## src/rtl/branch_predictor.sv

```systemverilog
// branch_predictor: direct-mapped BTB with 2-bit direction counters, mispredict detection and saturating stats
module branch_predictor #(
  parameter int XLEN    = 32,
  parameter int ENTRIES = 16,
  parameter int CNT_W   = 16
) (
  input  logic             clk,
  input  logic             rst,
  input  logic             clear,
  input  logic [XLEN-1:0]  if_pc,
  output logic             pred_taken,
  output logic [XLEN-1:0]  pred_target,
  input  logic             upd_valid,
  input  logic             upd_is_jump,
  input  logic [XLEN-1:0]  upd_pc,
  input  logic             upd_taken,
  input  logic [XLEN-1:0]  upd_target,
  input  logic             upd_pred_taken,
  input  logic [XLEN-1:0]  upd_pred_target,
  output logic             mispredict,
  output logic [XLEN-1:0]  redirect_pc,
  output logic [CNT_W-1:0] stat_branches,
  output logic [CNT_W-1:0] stat_mispredicts
);
  localparam int IDX_W = $clog2(ENTRIES);
  localparam int TAG_W = XLEN - IDX_W - 2;

  logic             valid_q [ENTRIES];
  logic             jump_q  [ENTRIES];
  logic [1:0]       ctr_q   [ENTRIES];
  logic [TAG_W-1:0] tag_q   [ENTRIES];
  logic [XLEN-1:0]  tgt_q   [ENTRIES];

  logic [IDX_W-1:0] if_idx, up_idx;
  logic [TAG_W-1:0] if_tag, up_tag;
  logic             if_hit, up_hit;

  assign if_idx = if_pc[IDX_W+1:2];
  assign if_tag = if_pc[XLEN-1:IDX_W+2];
  assign up_idx = upd_pc[IDX_W+1:2];
  assign up_tag = upd_pc[XLEN-1:IDX_W+2];
  assign if_hit = valid_q[if_idx] && tag_q[if_idx] == if_tag;
  assign up_hit = valid_q[up_idx] && tag_q[up_idx] == up_tag;

  // Lookup reads registered state only, so a same-cycle update is seen next cycle.
  assign pred_taken  = !rst && if_hit && (jump_q[if_idx] || ctr_q[if_idx][1]);
  assign pred_target = pred_taken ? tgt_q[if_idx] : if_pc + XLEN'(4);
  assign mispredict  = upd_valid && (upd_taken != upd_pred_taken || (upd_taken && upd_pred_target != upd_target));
  assign redirect_pc = upd_taken ? upd_target : upd_pc + XLEN'(4);

  always_ff @(posedge clk) begin
    if (rst) begin
      for (int i = 0; i < ENTRIES; i++) begin
        valid_q[i] <= 1'b0;
        jump_q[i]  <= 1'b0;
        ctr_q[i]   <= 2'd0;
        tag_q[i]   <= '0;
        tgt_q[i]   <= '0;
      end
      stat_branches    <= '0;
      stat_mispredicts <= '0;
    end else begin
      if (upd_valid && !clear) begin
        if (up_hit) begin
          if (upd_is_jump) begin
            tgt_q[up_idx] <= upd_target;
            ctr_q[up_idx] <= 2'd3;
          end else if (upd_taken) begin
            tgt_q[up_idx] <= upd_target;
            ctr_q[up_idx] <= ctr_q[up_idx] == 2'd3 ? 2'd3 : ctr_q[up_idx] + 2'd1;
          end else begin
            ctr_q[up_idx] <= ctr_q[up_idx] == 2'd0 ? 2'd0 : ctr_q[up_idx] - 2'd1;
          end
        end else if (upd_taken) begin
          valid_q[up_idx] <= 1'b1;
          tag_q[up_idx]   <= up_tag;
          tgt_q[up_idx]   <= upd_target;
          jump_q[up_idx]  <= upd_is_jump;
          ctr_q[up_idx]   <= upd_is_jump ? 2'd3 : 2'd2;
        end
      end
      if (clear)
        for (int i = 0; i < ENTRIES; i++) valid_q[i] <= 1'b0;
      if (upd_valid && stat_branches != '1)
        stat_branches <= stat_branches + CNT_W'(1);
      if (mispredict && stat_mispredicts != '1)
        stat_mispredicts <= stat_mispredicts + CNT_W'(1);
    end
  end
endmodule
```

## config.mk

```make
export PLATFORM = sky130hd
export DESIGN_NAME = branch_predictor
export DESIGN_NICKNAME = d
export VERILOG_FILES = /design/src/rtl/branch_predictor.sv
export SDC_FILE = /design/constraint.sdc
export NUM_CORES = 2
export LEC_CHECK = 0
export ABC_CLOCK_PERIOD_IN_PS = 3700
export CAP_MARGIN = 5
export CORE_MARGIN = 3
export CORE_UTILIZATION = 55
export DETAILED_ROUTE_END_ITERATION = 8
export PLACE_DENSITY = 0.75
export REMOVE_ABC_BUFFERS = 1
export SYNTH_ARGS = -nofsm -noshare
export SYNTH_HDL_FRONTEND = slang
export SYNTH_SLANG_ARGS = --single-unit
```

## constraint.sdc

```tcl
create_clock -name clk -period 3.7 [get_ports clk]
set_clock_uncertainty 0.05 [all_clocks]
set_input_delay 0.37 -clock clk [delete_from_list [all_inputs] [get_ports clk]]
set_output_delay 0.37 -clock clk [all_outputs]
set_load 0.01 [all_outputs]
```

==> summary by stage <==
Status
The flow ran to the end, but the final reports show violations. The checks that failed: negative setup slack.

Clocking
The post-CTS clock slew at the launch and capture registers of the worst setup and hold paths is 0.07 ns. The CTS root buffer is sky130_fd_sc_hd__clkbuf_16. The clock latency at the later pin of the worst-skew pair is 0.71 ns.

The CTS buffer count is 104. The count of hold-fix buffers inserted at cts is 0. The clock tree from TritonCTS is done. CTS built an H-tree with a depth of 3. The maximum buffer depth of the clock tree is 3. Counting every sink on the clock net gives 1024.

Critical path
The worst setup path is of the flop to output pin kind. At the worst endpoint, the required time is 3.28 ns. The worst register-to-register path ends at tgt_q[2][8]. The startpoint of the most critical register-to-register path is tag_q[3][6]. Along the worst path, the maximum fanout reaches 8. The nature of the critical path startpoint is a flop. The count of cells along the worst register-to-register path is 13. The register-to-register setup slack is -0.57 ns. The worst setup path is captured at an output pin. At the worst endpoint, the arrival time is 3.93 ns.

Hold path
Counting instances, the worst hold path has a depth of 4. The hold path endpoint is valid_q[0]. The tightest min-delay check is of the primary input to flop type. The startpoint of the most critical hold path is rst.

Pwr
The leakage power total is 24.4 nW. Dividing total power by cell area gives a power density of 421 nW/um^2. The maximum VDD drop is 0.000398 V.

The completed layout was analyzed and its total power is 0.0286 W.

Floorplanning
Once the floorplan was initialized, standard cells occupied 55.9% of the core. 233 I/O pins were placed. The core region is 94000 um^2. The row count is 112.

The floorplan step set the die height to 315 um. The overall die width is 315 um. The overall die area is 99200 um^2.

Flow run
The tool flagged a number of max-cap violations equal to 0.

Place
The HPWL after detailed placement is 122000 um. Before CTS, the worst setup slack after placement is -0.970 ns. The routability congestion estimate is 1.00. During placement, the flow inserted port buffers numbering 232.

Timing
The number of failing hold endpoints at the final stage is 0. In the post-route analysis, the smallest setup slack over all paths is -0.645 ns. The highest clock rate is 0.230 GHz.

The routed design could run at a clock period as short as 4.35 ns. Setup repair after global routing could not meet its margin everywhere. Setup violations remaining at the end of the flow were counted as 2008. The relative max-transition margin is 28.4%.

The final count of pins violating max slew came to 0. The worst-margin pin slew is 1.07 ns. Of the available clock period, the critical path in the final layout requires 117%.

Layout
In the layout the commonest cells are 976 x sky130_fd_sc_hd__edfxtp_1, 744 x sky130_fd_sc_hd__and2_1, 455 x sky130_fd_sc_hd__buf_4. For this run, the post-layout net count is 4507. The leading cell type in the layout, fill and taps excluded is sky130_fd_sc_hd__edfxtp_1. The synthesis-to-finish area growth is 29.3%.

The ratio of cells with drive above 1 in the final layout is 33.4%.

Synth
The gate count of the mapped netlist is 3630. For this run, asynchronously set or reset flops after synthesis account for 0%. Dividing the synthesized area by the synthesized cell count gives 14.5 um^2.

After synthesis the cells add up to 52500 um^2. The unique cell type count in the Yosys netlist is 70. The number of synthesis warnings is 0. Summing the sequential cell areas from Yosys gives 57.6% of the chip area.

The synthesized design contains 1024 register bits. In this run, synthesis inferred 976 flip-flops with an integrated enable. The most used flip-flop cell after synthesis is sky130_fd_sc_hd__edfxtp_1.

Global routing
The via count of the first global-routing pass is 38448. In the global route stage, overall resource usage came out at 39.5%. The wire length of the first global-routing pass is 275000 um. The number of antenna violations at the first check in global routing came to 19.

Entering global routing, the biggest net connects 81 pins. For this run the aggregate overflow at the end of global routing stands at 0.

Routing
The number of routed nets with antenna violations is 0. Dividing the detail-routed via count by the number of cells gives 7.03. The via count of the routed design is 40242.

The detail-routed net length per standard cell is 36.2 um. For this run, design rule violations remaining after detail routing come to 0. The wire length reported by the detailed router is 207000 um.

The number of DRC markers after the initial detailed-route iteration is 7786. The number of optimization iterations in the first detailed-route pass is 9.
## how the worst max path moves through the flow
stage | from | to | depth (start not counted)
after floorplan | upd_pc[5] | jump_q[0] | 8
after global placement | upd_pc[5] | tag_q[6][11] | 13
after global routing | tag_q[6][23] | pred_target[26] | 10
final | tag_q[6][23] | pred_target[26] | 10
after CTS | tag_q[15][23] | pred_target[26] | 10
after detailed placement | upd_pc[5] | tag_q[13][23] | 13
## logic make-up after synthesis
kind of cell,after synthesis,share of synthesized area [%]
DFF,1024,57.6
adders and majority gates,8,0.186
and+or+nand+nor,1368,14.7
AOI/OAI and AO/OA,212,2.95
muxes,511,18.9
buffers and inverters,351,2.94
xor gates and xnor gates,156,2.60
## stage by stage
stage / hold slack (ns) / instance area (um^2) / utilization, % / TNS, ns / std cells
floorplan: 0.387 / 51100 / - / -2719.84 / 3303
global placement: 0.401 / 60400 / 64.2 / -1563.79 / 5351
detailed placement: 0.410 / 60400 / 64.2 / -1610.46 / 5351
CTS: 0.353 / 66400 / 70.6 / -217.26 / 5653
global route: 0.383 / 67900 / 72.2 / -705.34 / 5707
finish: 0.348 / 67900 / 72.2 / -651.78 / 5721
## flip-flops by register name, summed over array words and instances (netlist names)
register          flops
jump_q               16
tgt_q               512
valid_q              16
tag_q               416
ctr_q                32
stat_branches        16
stat_mispredicts     16
## metal layers
metal  up-vias  global-route usage [%]  routed length (um)
met3      1124                    16.0               37100
li1      15246                       -                   -
met1     19523                    50.8               65400
met2      4337                    56.6               87300
met4        12                    23.3               17000
met5         -                       0                 106
## critical path, stage by stage (launching register included)
cell and delay [ns]:
sky130_fd_sc_hd__edfxtp_1 0.45, sky130_fd_sc_hd__mux4_2 0.55, sky130_fd_sc_hd__mux4_2 0.61, sky130_fd_sc_hd__xnor2_2 0.18, sky130_fd_sc_hd__nand4_1 0.23, sky130_fd_sc_hd__nor3_2 0.17, sky130_fd_sc_hd__nand4_1 0.15, sky130_fd_sc_hd__buf_12 0.21
sky130_fd_sc_hd__buf_16 0.17, sky130_fd_sc_hd__mux2_4 0.34, sky130_fd_sc_hd__buf_6 0.13
## report_power, final
group	switching (W)	internal [W]	leakage, nW
logic	0.00225	0.00197	13.1
clock network	0.00475	0.00610	1.65
registers	0.000281	0.0132	9.67
total	0.00728	0.0213	24.4
## repair_timing
action                      CTS  global route
pin swaps                    25            24
cloned                       53            31
buffers inserted             57            40
resized for setup           356           198
setup endpoints to repair  1937          1994
## final cells by class
cell class                      count  area (um^2)
Antenna cell                       14         35.0
Clock buffer                      121         2670
Clock inverter                     73          773
Fill cell                        5561        26100
Inverter                           24         92.6
Multi-Input combinational cell   2258        21400
Sequential cell                  1024        30300
Tap cell                         1254         1570
Timing Repair Buffer              953        11100
## synthesized netlist by cell type (all sizes together), types with 8 or more instances
library cell,instances,area (um^2)
and2,773,4840
edfxtp,976,29300
o22ai,11,68.8
nand3,42,210
nor2,104,390
nor4,13,81.3
mux4,381,8580
xor2,78,683
or2,36,225
mux2,49,552
nor2b,8,50.1
a21o,16,120
o211ai,11,82.6
nand4,32,215
or3,9,56.3
a211oi,9,67.6
nor3,197,986
xnor2,78,683
clkbuf,244,953
nand2,119,447
and3,17,106
dfxtp,48,961
inv,17,63.8
a21oi,34,283
mux2i,81,811
o21bai,16,120
a22oi,15,113
o21ai,55,275
buf,83,503
Note: power is estimated with default switching activity, not from simulation.
